$ cat src/rtl/pipe_addsub.sv
// pipe_addsub: pipelined adder/subtractor with a valid/ready handshake on both sides.
//
// The WIDTH-bit carry chain is cut into STAGES segments of SEG = WIDTH/STAGES bits.
// Stage k resolves bits [k*SEG +: SEG] using the carry registered by stage k-1.
// Operands and the partially built sum travel alongside in per-stage registers.
// Latency is STAGES cycles and throughput is one beat per cycle. All stages advance
// together under a single global enable.
//
// Parameters:
//   WIDTH   operand/result width, must be a multiple of STAGES
//   STAGES  pipeline depth / number of carry segments (1..WIDTH)
//
// Ports:
//   CLK        clock, rising edge
//   RST_N      synchronous active-low reset; clears all valid bits and sum/cout/ovf
//   in_valid   operand beat valid
//   in_ready   block can accept a beat this cycle (!out_valid || out_ready)
//   a, b       operands
//   cin        carry-in (add) / borrow-in (sub)
//   sub        0: a + b + cin, 1: a - b - cin
//   out_valid  result beat valid
//   out_ready  consumer accepts result
//   sum        result
//   cout       raw carry out of the MSB (NOT borrow when subtracting)
//   ovf        two's-complement signed overflow
//
// Build option:
//   ADDSUB_SAT_EN  when defined, sum saturates to the signed max/min on overflow
//                  in the final stage (ovf and cout still report raw values).
module pipe_addsub #(
    parameter int unsigned WIDTH  = 32,
    parameter int unsigned STAGES = 4
) (
    input  logic             CLK,
    input  logic             RST_N,
    input  logic             in_valid,
    output logic             in_ready,
    input  logic [WIDTH-1:0] a,
    input  logic [WIDTH-1:0] b,
    input  logic             cin,
    input  logic             sub,
    output logic             out_valid,
    input  logic             out_ready,
    output logic [WIDTH-1:0] sum,
    output logic             cout,
    output logic             ovf
);

    localparam int unsigned SEG  = WIDTH / STAGES;
    localparam int unsigned LAST = STAGES - 1;

    logic                en;

    logic [STAGES-1:0]   valid_q, valid_d;
    logic [STAGES-1:0]   cy_q, cy_d;
    logic [WIDTH-1:0]    opa_q [STAGES];
    logic [WIDTH-1:0]    opa_d [STAGES];
    logic [WIDTH-1:0]    opb_q [STAGES];
    logic [WIDTH-1:0]    opb_d [STAGES];
    logic [WIDTH-1:0]    sum_q [STAGES];
    logic [WIDTH-1:0]    sum_d [STAGES];
    logic                ovf_q, ovf_d;

    // Inputs seen by each stage: stage 0 takes the port values, stage k the
    // registers of stage k-1.
    logic [STAGES-1:0]   src_valid;
    logic [STAGES-1:0]   src_cy;
    logic [WIDTH-1:0]    src_a   [STAGES];
    logic [WIDTH-1:0]    src_b   [STAGES];
    logic [WIDTH-1:0]    src_sum [STAGES];
    logic [SEG:0]        seg_res [STAGES];
    logic [WIDTH-1:0]    nxt_sum [STAGES];

    logic                ovf_w;
    logic [WIDTH-1:0]    fin_sum;

`ifdef ADDSUB_SAT_EN
    logic [WIDTH-1:0]    sat_max;
    logic [WIDTH-1:0]    sat_min;
    assign sat_max = {WIDTH{1'b1}} >> 1;
    assign sat_min = ~sat_max;
`endif

    always_comb begin
        en = !valid_q[LAST] || out_ready;

        // Subtraction is a + ~b + !cin, so b is inverted once at entry and the
        // initial carry becomes cin ^ sub.
        src_valid[0] = in_valid;
        src_a[0]     = a;
        src_b[0]     = b ^ {WIDTH{sub}};
        src_sum[0]   = '0;
        src_cy[0]    = cin ^ sub;
        for (int unsigned k = 1; k < STAGES; k++) begin
            src_valid[k] = valid_q[k-1];
            src_a[k]     = opa_q[k-1];
            src_b[k]     = opb_q[k-1];
            src_sum[k]   = sum_q[k-1];
            src_cy[k]    = cy_q[k-1];
        end

        for (int unsigned k = 0; k < STAGES; k++) begin
            seg_res[k] = {1'b0, src_a[k][k*SEG +: SEG]}
                       + {1'b0, src_b[k][k*SEG +: SEG]}
                       + {{SEG{1'b0}}, src_cy[k]};
            nxt_sum[k] = src_sum[k];
            nxt_sum[k][k*SEG +: SEG] = seg_res[k][SEG-1:0];
        end

        // The last segment holds the MSB, so overflow is only known here.
        ovf_w = (src_a[LAST][WIDTH-1] == src_b[LAST][WIDTH-1])
             && (nxt_sum[LAST][WIDTH-1] != src_a[LAST][WIDTH-1]);

        fin_sum = nxt_sum[LAST];
`ifdef ADDSUB_SAT_EN
        if (ovf_w) begin
            fin_sum = src_a[LAST][WIDTH-1] ? sat_min : sat_max;
        end
`endif

        valid_d = valid_q;
        cy_d    = cy_q;
        opa_d   = opa_q;
        opb_d   = opb_q;
        sum_d   = sum_q;
        ovf_d   = ovf_q;

        if (en) begin
            for (int unsigned k = 0; k < STAGES; k++) begin
                valid_d[k] = src_valid[k];
                cy_d[k]    = seg_res[k][SEG];
                opa_d[k]   = src_a[k];
                opb_d[k]   = src_b[k];
                sum_d[k]   = (k == LAST) ? fin_sum : nxt_sum[k];
            end
            ovf_d = ovf_w;
        end
    end

    always_ff @(posedge CLK) begin
        if (!RST_N) begin
            valid_q <= '0;
            cy_q    <= '0;
            ovf_q   <= 1'b0;
            for (int unsigned k = 0; k < STAGES; k++) begin
                opa_q[k] <= '0;
                opb_q[k] <= '0;
                sum_q[k] <= '0;
            end
        end else begin
            valid_q <= valid_d;
            cy_q    <= cy_d;
            ovf_q   <= ovf_d;
            opa_q   <= opa_d;
            opb_q   <= opb_d;
            sum_q   <= sum_d;
        end
    end

    assign in_ready  = en;
    assign out_valid = valid_q[LAST];
    assign sum       = sum_q[LAST];
    assign cout      = cy_q[LAST];
    assign ovf       = ovf_q;

endmodule

$ cat config.mk
export PLATFORM = sky130hd
export DESIGN_NAME = pipe_addsub
export DESIGN_NICKNAME = d
export VERILOG_FILES = /design/src/rtl/pipe_addsub.sv
export SDC_FILE = /design/constraint.sdc
export NUM_CORES = 1
export LEC_CHECK = 0
export CORE_MARGIN = 8
export CORE_UTILIZATION = 45
export CTS_CLUSTER_DIAMETER = 120
export DETAILED_ROUTE_END_ITERATION = 10
export PLACE_DENSITY = 0.71
export SYNTH_ARGS = -nofsm -noshare
export SYNTH_HDL_FRONTEND = slang
export SYNTH_SLANG_ARGS = --single-unit
$ cat constraint.sdc
create_clock -name CLK -period 4 [get_ports CLK]
set_input_delay 0.6 -clock CLK [delete_from_list [all_inputs] [get_ports CLK]]
set_output_delay 0.6 -clock CLK [all_outputs]
set_load 0.05 [all_outputs]
# ---- Word-level counts from Yosys, hierarchy flattened
# Index checks and enable logic that the tools add are counted.
dict set report op_classes {
  n_addsub 8
  n_mul 0
  n_div 0
  magnitude_cmp 0
  eq_ne 2
  shifts 0
  muxes 0
  n_bitwise 2
  reduce_logical 3
}
# op count
set op_table {}
lappend op_table {{$add 8x8->9} 4}
lappend op_table {{$add 9x1->9} 4}
lappend op_table {{$xor 32x32->32} 1}
lappend op_table {{$eq 1x1->1} 1}
lappend op_table {{$logic_and 1x1->1} 1}
lappend op_table {{$logic_not 1->1} 1}
lappend op_table {{$logic_or 1x1->1} 1}
lappend op_table {{$ne 1x1->1} 1}
lappend op_table {{$xor 1x1->1} 1}
dict set report totals {
  regBits 281
  latch_bits 0
  ram_bits 0
  romBits 0
  inputBits 70
  output_inout_bits 36
  word_cells 28
  mem_count 0
}

# ---- Depth between registers and ports, before layout
# Gate-level depths: netlist of the first run.
dict set report logic_depth {
  ltp_word 4
  ltp_mapped 10
  depth_no_buf 8
}

# ---- Worst setup path after synthesis of the first run
# No wires, ideal clock.
dict set report synth_timing {
  kind {input -> register}
  startpoint {input port sub}
  endpoint {register sum_q, in the netlist nxt_sum[70]}
  setup_ps 140
  arrival_ps 2485
  t_required_ps 3860
  setup_slack_ps 1375
  stages 10
  n_path_buf 2
  cell_sequence {buf_2 > buf_4 > xor2_1 > fa_1 > inv_1 > fa_1 > nor2b_4 > o31a_1 > o311ai_0 > o211ai_1}
}
dict set report synth_between {
  elab_chain_cells 3
  elab_cells_between_ends 4
}
# element line
set synth_rtl {}
lappend synth_rtl {{from (decl)} 41} ;# input logic sub,
lappend synth_rtl {{$xor 32x32->32} 91} ;# src_b[0] = b ^ {WIDTH{sub}};
lappend synth_rtl {{$add 8x8->9} 104} ;# + {1'b0, src_b[k][k*SEG +: SEG]}
lappend synth_rtl {{$add 9x1->9 (*)} 105} ;# + {{SEG{1'b0}}, src_cy[k]};
lappend synth_rtl {{to (signal assigned)} 156} ;# sum_q <= sum_d;
lappend synth_rtl {{to (decl)} 60} ;# logic [WIDTH-1:0] sum_q [STAGES];
# Mark *: on every way between the ends. The rest lies on a longest branch, timed or not.
# A chain may end at the register's enable or synchronous reset.

# ---- Worst setup path in the final report of the first run
dict set report layout_timing {
  startpoint {input port out_ready}
  endpoint {output port in_ready}
}
dict set report layout_between {
  elab_chain_cells 1
}
# element line
set layout_rtl {}
lappend layout_rtl {{from (decl)} 43} ;# input logic out_ready,
lappend layout_rtl {{$logic_or 1x1->1} 85} ;# en = !valid_q[LAST] || out_ready;
lappend layout_rtl {{to (decl)} 37} ;# output logic in_ready,
# Every way passes these cells.

==> results of run 1 <==
## layout by cell type, fill, tap and decap left out, types with 17 or more instances in the layout
| cell type | n |
|---|---|
| a21boi_0 | 104 |
| a21boi_1 | 32 |
| a21oi_1 | 21 |
| clkbuf_16 | 17 |
| clkdlybuf4s50_1 | 102 |
| dfxtp_1 | 185 |
| ha_1 | 28 |
| nand2_1 | 302 |
| nand3_1 | 35 |
| o211a_1 | 28 |
| o21ai_0 | 17 |
| xnor2_1 | 27 |
## state kept, by name (all words and copies together), names as in the netlist
signal	count
ovf	1
opb_q	48
opa_q	48
fin_sum	24
valid_q	4
cy_q	4
nxt_sum	24
sum	32
## worst register-to-register path, stage by stage, from the launching register on
cell	delay [ns]
dfxtp_1	0.34
fa_1	0.46
fa_1	0.44
a211o_1	0.29
o211ai_2	0.11
nand3_1	0.17
a21boi_0	0.21
## worst paths after layout
check                               start           to  slack, ns  cells past startpoint
worst max-delay path            out_ready     in_ready       1.58                      4
worst min-delay path              sum[18]      sum[18]       0.45                      2
worst max register to register    cy_q[0]  nxt_sum[44]       1.91                      6
worst min register to register    sum[18]      sum[18]       0.45                      2
## cell type report
cell class	count	area (um2)	area share, %
Clock buffer	17	425	4.20
Sequential cell	185	3700	36.5
Tap cell	234	293	2.89
Timing Repair Buffer	115	1150	11.4
Clock inverter	15	161	1.59
Multi-Input combinational cell	711	4360	43.0
Inverter	11	46.3	0.457
## cells by family after synthesis
family / after synthesis / share of synthesized area, %
xor+xnor: 37 / 3.80
flops: 185 / 43.4
compound gates: 252 / 22.2
buf+inv: 80 / 5.54
fa+ha+maj: 36 / 5.98
simple gates: 386 / 19.1
## stage by stage
step / util (%) / hold slack (ns) / instances / setup slack [ns] / instance area [um2]
floorplan: - / 0.431 / 976 / 1.37 / 8530
global placement: 51.2 / 0.437 / 1256 / 1.22 / 9550
detailed placement: 51.2 / 0.443 / 1256 / 1.19 / 9550
CTS: 54.4 / 0.452 / 1288 / 1.59 / 10100
global route: 54.4 / 0.471 / 1288 / 1.50 / 10100
finish: 54.4 / 0.447 / 1288 / 1.58 / 10100
## report_power, final
group	switching, uW	leakage (uW)	internal (uW)
logic	282	0.00230	264
clock network	778	0.000283	885
registers	68.0	0.00152	1960
## per-layer routing
layer | track usage (%) | share of wire [%] | vias up | wire length, um
met1 | 22.1 | 53 | 3059 | 9500
met2 | 22.6 | 42 | 122 | 7650
met3 | 3.62 | 4.1 | 16 | 744
met5 | 0 | 0 | - | 0
li1 | - | - | 3438 | -
met4 | 4.76 | 1.0 | 0 | 183
==> metrics.txt, run 1 <==
CTS H-tree depth=4; status=completed; grt total ovfl=0; Avg Inst Size Synth=8.74 um2; fin crit share=60.6%; top-count cell post-synth=nand2_1; I/O Pins=106; Post-synth EDFFs=0; final WL=between 15000 and 20000 um; Yosys top cell by area=dfxtp_1; Iteration-0 DRC Markers=464; Yosys Warn Count=0; Syn Inst Count=976; Rel. slew slack=49.1%; vias=6635; setup TNS=0 ns; syn nets=around 1.1k; share of the synthesized area in the top cell type=43.4%; cell area after synthesis=0.00853 mm2; initial antenna violation count=0; area of the core=0.0186 mm2; share of cells above drive strength 1=5.12%; largest net degree at the start of global routing=between 150 and 200; fmax=412 MHz; clock slew at reported path FFs=0.07 ns; starting density of the core=45.8%; Synth Register Bits=185; Power per Cell Area=approximately 420 mW/mm2; most common flop cell mapped by yosys=dfxtp_1; worst-margin pin slew=between 0.7 and 0.8 ns; global-route wire length before repair=between 30000 and 40000 um; number of global-route vias before repair=6248; Total Power=roughly 4200 uW; port buffer count=105; Setup Fix Bufs, Post-CTS=0; Net count, final=1147; TritonCTS buffer count=17; CP Cell Sequence=clkdlybuf4s50_1, nor2b_4, inv_6, buf_12; aggregate global-route resource usage=between 15 and 20%; startpoint types=input pin; Chip Width=154 um; CP max FO=77; skew final=0.00709 ns; HPWL Detailed=between 10000 and 15000 um; fin crit period=between 2 and 2.5 ns; critical path type=input pin to output pin; Worst EP required=3.40 ns; Avg Vias per Cell=5.15; Die Y=154 um; CTS resizes=0; Hold Path Class=flop to flop; synthesis-to-layout area growth=18.8%; crit path max-delay cell type=clkdlybuf4s50_1; FFs w/ async S/R, synth=0%; hold buffers post-CTS=0; clock latency on the worst-skew pair=around 0.43 ns; max-slew violation count=0; RSZ-0062 raised after global routing=false; number of remaining DRC errors=0; # diodes=0; average wire per standard cell=14.0 um; clk buf depth=2; antenna-violating nets left=0; die area=0.0236 mm2; Crit path arrival time=1.82 ns; post-synthesis cell type count=45; Crit path max-delay family=buffers and inverters; largest cells by area after synthesis=dfxtp_1, nand2_1, a21boi_0; CP peak stage delay=0.50 ns; CTS sink cnt=185; endpoints failing setup=0; Worst VDD drop=about 350 uV; leakage power=0.00411 uW; final hold violation count=0; TritonCTS clock tree=yes; worst path buffer plus inverter count=3; Seq/Total Area, Yosys=43.4%; # fillers=1727; first drt pass iteration count=5; root buf cell=clkbuf_16; Worst setup EP type=output pin; row cnt=50; placer's final routability congestion estimate=slightly below 0.8; max cap viols=0; synth cell count leaders=nand2_1, dfxtp_1, a21boi_0
Power figures use the tool's default switching activity.
==> run 2: changes to the inputs <==
==> constraint.sdc (replaced) <==
create_clock -name CLK -period 2.4 [get_ports CLK]
set_input_delay 0.36 -clock CLK [delete_from_list [all_inputs] [get_ports CLK]]
set_output_delay 0.36 -clock CLK [all_outputs]
set_load 0.05 [all_outputs]
==> run 2 against run 1 <==
  * Routed wire length increased by 2.4%
  * Worst setup slack got worse by 1.4 ns
  * Cell area increased by 1.8%
  * Global-route usage increased by 0.50 points
  * Non-clock buffer count increased by 15
  * Critical endpoint is now nxt_sum[70]
  * Largest cell class unchanged
  * Largest power group unchanged
  * Highest routed layer unchanged
==> metrics.txt, run 2 (synthesis gave the netlist of run 1 again) <==
WHS Endpoint=sum[18] (unchanged); TritonCTS buffer count=17 (unchanged); hold buffers post-CTS=0 (unchanged); status=completed (unchanged); global-route wire length before repair=31400 um (was 30700 um); CTS H-tree depth=4 (unchanged); HPWL Detailed=13000 um (was 12000 um); synthesis-to-layout area growth=21.0% (was 18.8%); Chip Width=154 um (unchanged); Worst setup EP type=flop (was output pin); average wire per standard cell=14.2 um (was 14.0 um); number of global-route vias before repair=6360 (was 6248); share of cells above drive strength 1=6.36% (was 5.12%); met1 usage=22.5% (was 22.1%); RSZ-0062 raised after global routing=false (unchanged); I/O Pins=106 (unchanged); grt total ovfl=0 (unchanged); met2 Use GR=23.5% (was 22.6%); starting density of the core=45.8% (unchanged); initial antenna violation count=0 (unchanged); antenna-violating nets left=0 (unchanged); CTS resizes=0 (unchanged); CP max FO=4 (was 77); most common cell after layout, fill and taps aside=nand2_1 (unchanged); skew final=0.00932 ns (was 0.00709 ns); final hold violation count=0 (unchanged); Avg Vias per Cell=5.12 (was 5.15); die area=0.0236 mm2 (unchanged); fin crit period=2.18 ns; Rel. slew slack=54.2% (was 49.1%); Worst R2R Path Depth=6 (unchanged); # diodes=0 (unchanged); endpoints failing setup=0 (unchanged); HP Start=sum[18] (unchanged); TritonCTS clock tree=yes (unchanged); Most Used Layer, Global Route=met2 (unchanged); worst setup margin=0.215 ns (was 1.58 ns); aggregate global-route resource usage=16.0% (was 15.5%); Hold Path Class=flop to flop (unchanged); critical path type=input pin to flop (was input pin to output pin); # fillers=1722 (was 1727); placer's final routability congestion estimate=0.820 (was 0.780); root buf cell=clkbuf_16 (unchanged); Crit path arrival time=2.48 ns (was 1.82 ns); row cnt=50 (unchanged); fmax=458 MHz; max-slew violation count=0 (unchanged); register-to-register setup slack=0.35 ns (was 1.91 ns); Net count, final=1162 (was 1147); leakage power=0.00422 uW (was 0.00411 uW); reg2reg end=fin_sum[22] (was nxt_sum[44]); CTS sink cnt=185 (unchanged); clk buf depth=2 (unchanged); startpoint types=input pin (unchanged); Iteration-0 DRC Markers=432 (was 464); worst r2r src=cy_q[1] (was cy_q[0]); Die Y=154 um (unchanged); first drt pass iteration count=4 (was 5); Post-DP Area=0.00971 mm2 (was 0.00955 mm2); Worst VDD drop=494 uV (was 346 uV); final WL=18500 um (was 18100 um); area of the core=0.0186 mm2 (unchanged); Placement Setup Slack=-0.251 ns (was 1.19 ns); routing usage on met3=3.73% (was 3.62%); clock latency on the worst-skew pair=0.43 ns (about the same); max cap viols=0 (unchanged); number of remaining DRC errors=0 (unchanged); Cells on Worst Hold Path=2 (unchanged); most frequent cells in the layout=nand2_1, dfxtp_1, a21boi_0, clkdlybuf4s50_1, nand3_1 (unchanged); port buffer count=105 (unchanged); final core occ=55.4% (was 54.4%); largest net degree at the start of global routing=73 (was 170); design area=0.0103 mm2 (was 0.0101 mm2); Power per Cell Area=699 mW/mm2 (was 418 mW/mm2); vias=6676 (was 6635); worst-margin pin slew=0.687 ns (was 0.764 ns); fin crit share=91.0%; clock slew at reported path FFs=0.07 ns (about the same); Setup Fix Bufs, Post-CTS=0 (unchanged); Worst EP required=2.70 ns (was 3.40 ns)
run 2: area by class of cell:
class | instances | area (um2) | area share (%)
Multi-Input combinational cell | 711 | 4360 | 42.2
Tap cell | 234 | 293 | 2.84
Clock inverter | 13 | 166 | 1.61
Timing Repair Buffer | 130 | 1320 | 12.7
Clock buffer | 19 | 443 | 4.29
Sequential cell | 185 | 3700 | 35.9
Inverter | 11 | 46.3 | 0.448
run 2: worst max-delay path by stage:
stage	from	end	slack, ns	cells after the start
finish	b[0]	nxt_sum[70]	0.22	9
global route	b[0]	nxt_sum[70]	0.05	9
CTS	b[0]	nxt_sum[70]	0.21	9
detailed placement	b[0]	nxt_sum[70]	-0.25	9
global placement	b[0]	nxt_sum[70]	-0.12	9
floorplan	sub	nxt_sum[70]	0.01	10
run 2: report_power, final:
part           leakage (uW)  internal [uW]  switching, uW  total, uW
Clock              0.000296           1680           1220       2900
Combinational       0.00240            454            475        929
Sequential          0.00152           3270            113       3390
Total               0.00422           5410           1810       7220
run 2: worst max-delay path, cell delays in order:
cell and delay, ns:
clkdlybuf4s50_1 0.41, xor2_1 0.16, fa_1 0.41, inv_1 0.08, fa_1 0.25, nor2b_4 0.06, o31a_1 0.28, o311ai_0 0.35
o211ai_1 0.13
run 2: routing by layer:
metal  vias up  part of all wire [%]
met1      3074                    53
met3        25                   3.4
met4         0                   1.5
met2       108                    42
li1       3469                     -
met5         -                     0
run 2: through the flow:
stage | instances | power [uW] | TNS [ns] | hold WS [ns]
after global routing | 1303 | 7530 | 0 | 0.466
after global placement | 1271 | 4360 | -0.244 | 0.439
after floorplan | 976 | 4060 | 0 | 0.431
after detailed placement | 1271 | 4380 | -0.510 | 0.443
after CTS | 1303 | 7280 | 0 | 0.453
final | 1303 | 7220 | 0 | 0.448
==> run 3: changes to the inputs <==
--- a/config.mk
+++ b/config.mk
@@ -9,7 +9,7 @@
 export CORE_UTILIZATION = 45
 export CTS_CLUSTER_DIAMETER = 120
 export DETAILED_ROUTE_END_ITERATION = 10
-export PLACE_DENSITY = 0.71
+export PLACE_DENSITY = 0.73
 export SYNTH_ARGS = -nofsm -noshare
 export SYNTH_HDL_FRONTEND = slang
 export SYNTH_SLANG_ARGS = --single-unit
==> constraint.sdc (replaced) <==
create_clock -name CLK -period 1.9 [get_ports CLK]
set_input_delay 0.285 -clock CLK [delete_from_list [all_inputs] [get_ports CLK]]
set_output_delay 0.285 -clock CLK [all_outputs]
set_load 0.05 [all_outputs]
==> run 3 against run 2 <==
  * The run now ends with negative setup slack left
  * Sequential share of layout area fell by 0.65 points
  * First-iteration DRC count decreased by 13%
  * Routed wire length about the same
  * Critical path depth shrank 3
  * Power grew 25%
  * Hold slack worse by 0.21 ns
  * Via count is 1.2% higher
  * Largest cell class unchanged
==> metrics.txt, run 3 (synthesis gave the netlist of run 1 again) <==
status=finished, violations left (was completed); violated checks=negative setup slack; Chip Width=154 um (unchanged); I/O Pins=106 (unchanged); Placement Setup Slack=-0.535 ns (was -0.251 ns); area of the core=0.0186 mm2 (unchanged); met3 routed WL=670 um (was 627 um); Seq pwr share=47.3% (was 46.9%); Worst EP required=2.21 ns (was 2.70 ns); placer's final routability congestion estimate=0.831 (was 0.820); CP max FO=4 (unchanged); leakage power=0.00452 uW (was 0.00422 uW); Power per Cell Area=859 mW/mm2 (was 699 mW/mm2); antenna-violating nets left=0 (unchanged); root buf cell=clkbuf_16 (unchanged); Die Y=154 um (unchanged); Clock Power Share=39.2% (was 40.2%); CTS sink cnt=185 (unchanged); Net count, final=1183 (was 1162); setup TNS=-0.0220 ns (was 0 ns); starting density of the core=45.8% (unchanged); startpoint types=flop (was input pin); fmax=520 MHz; most frequent cells in the layout=nand2_1, dfxtp_1, a21boi_0, clkdlybuf4s50_1, buf_4 (was nand2_1, dfxtp_1, a21boi_0, clkdlybuf4s50_1, nand3_1); share of cells above drive strength 1=10.6% (was 6.36%); die area=0.0236 mm2 (unchanged); largest net degree at the start of global routing=52 (was 73); Comb pwr share=13.5% (was 12.9%); first drt pass iteration count=5 (was 4); average wire per standard cell=14.0 um (was 14.2 um); initial antenna violation count=0 (unchanged); Worst VDD drop=756 uV (was 494 uV); Placed Cells incl. Taps=1289 (was 1271); Post-DP Area=0.00985 mm2 (was 0.00971 mm2); TritonCTS buffer count=17 (unchanged); endpoints failing setup=1 (was 0); HPWL Detailed=13200 um (was 13000 um); max cap viols=0 (unchanged); Rel. slew slack=65.1% (was 54.2%); worst-margin pin slew=0.523 ns (was 0.687 ns); fin crit period=1.92 ns; CTS H-tree depth=4 (unchanged); metal1 wirelength=9530 um (was 9870 um); top sig layer=met4 (unchanged); most common cell after layout, fill and taps aside=nand2_1 (unchanged); hold buffers post-CTS=0 (unchanged); Final Non-Filler Cells=1324 (was 1303); final WL=18500 um (about the same); TritonCTS clock tree=yes (unchanged); clock latency on the worst-skew pair=0.43 ns (about the same); # diodes=0 (unchanged); vias=6758 (was 6676); global-route wire length before repair=31600 um (was 31400 um); Worst setup EP type=flop (unchanged); switching share of power=25.1% (about the same); fin crit share=101%; Iteration-0 DRC Markers=377 (was 432); critical path type=flop to flop (was input pin to flop); cell-internal power=6770 uW (was 5410 uW); worst setup margin=-0.0220 ns (was 0.215 ns); skew final=0.00994 ns (was 0.00932 ns); Routed met2 length=8060 um (was 7740 um); row cnt=50 (unchanged); RSZ-0062 raised after global routing=true (was false); design area=0.0105 mm2 (was 0.0103 mm2); # fillers=1685 (was 1722); grt total ovfl=0 (unchanged); synthesis-to-layout area growth=23.3% (was 21.0%); max-slew violation count=0 (unchanged); Avg Vias per Cell=5.10 (was 5.12); number of global-route vias before repair=6484 (was 6360); NetSw=2270 uW (was 1810 uW); aggregate global-route resource usage=15.9% (was 16.0%); number of remaining DRC errors=0 (unchanged); clk buf depth=2 (unchanged); Crit path arrival time=2.23 ns (was 2.48 ns); final hold violation count=0 (unchanged); port buffer count=105 (unchanged); Hold Path Class=input pin to flop (was flop to flop); clock slew at reported path FFs=0.07 ns (about the same)
[run 3: changes by cell type in the layout (fill, tap and decap cells not counted), moves of 3 or more]
cell	change
dfxtp_1	-3
fa_2	+8
fa_1	-8
clkdlybuf4s50_1	-26
dlygate4sd2_1	+8
dfxtp_2	+3
dlymetal6s2s_1	+9
buf_4	+29
[run 3: final timing paths]
| kind | startpoint | endpoint | slack (ns) | cells after the start |
|---|---|---|---|---|
| min | RST_N | opb_q[114] | 0.24 | 2 |
| max reg2reg | opb_q[80] | fin_sum[22] | -0.02 | 6 |
| min reg2reg | sum[18] | sum[18] | 0.45 | 2 |
| max | opb_q[80] | fin_sum[22] | -0.02 | 6 |
[run 3: final cells by class]
type	count	area, um2	area share (%)
repair buffers	151	1480	14.0
multi-input cells	711	4410	41.9
inverters	11	46.3	0.440
clock buffers	21	460	4.38
flip-flops and latches	185	3710	35.2
clock inverters	11	135	1.28
well taps	234	293	2.78
[run 3: power by group through the flow]
stage                     Combinational [uW]  Sequential, uW  Clock [uW]
after floorplan                          716            4420           0
after global placement                  1190            4360           0
after detailed placement                1210            4360           0
after CTS                               1220            4280        3620
after global routing                    1360            4310        3790
final                                   1220            4280        3550
[run 3: repair_timing]
item,in CTS,in global routing
pin swaps,7,9
buffers inserted,0,3
gates resized for setup,17,16
setup endpoints to repair,15,18
[run 3: stage by stage]
stage	hold slack (ns)	total power, uW	utilization (%)
floorplan	0.431	5140	-
detailed placement	0.444	5570	52.8
global placement	0.436	5550	52.8
finish	0.237	9040	56.4
CTS	0.218	9120	56.1
global route	0.229	9450	56.4
[run 3: per-layer routing]
metal | up-vias | GRT usage [%]
li1 | 3509 | -
met4 | 0 | 5.41
met1 | 3098 | 22.4
met2 | 133 | 23.8
met3 | 18 | 3.20
met5 | - | 0
[run 3: critical path: stages (launching register included)]
cell,delay [ns]
dfxtp_1,0.33
fa_2,0.42
fa_2,0.37
a211o_1,0.28
o211ai_2,0.13
a211o_1,0.19
o211ai_1,0.09
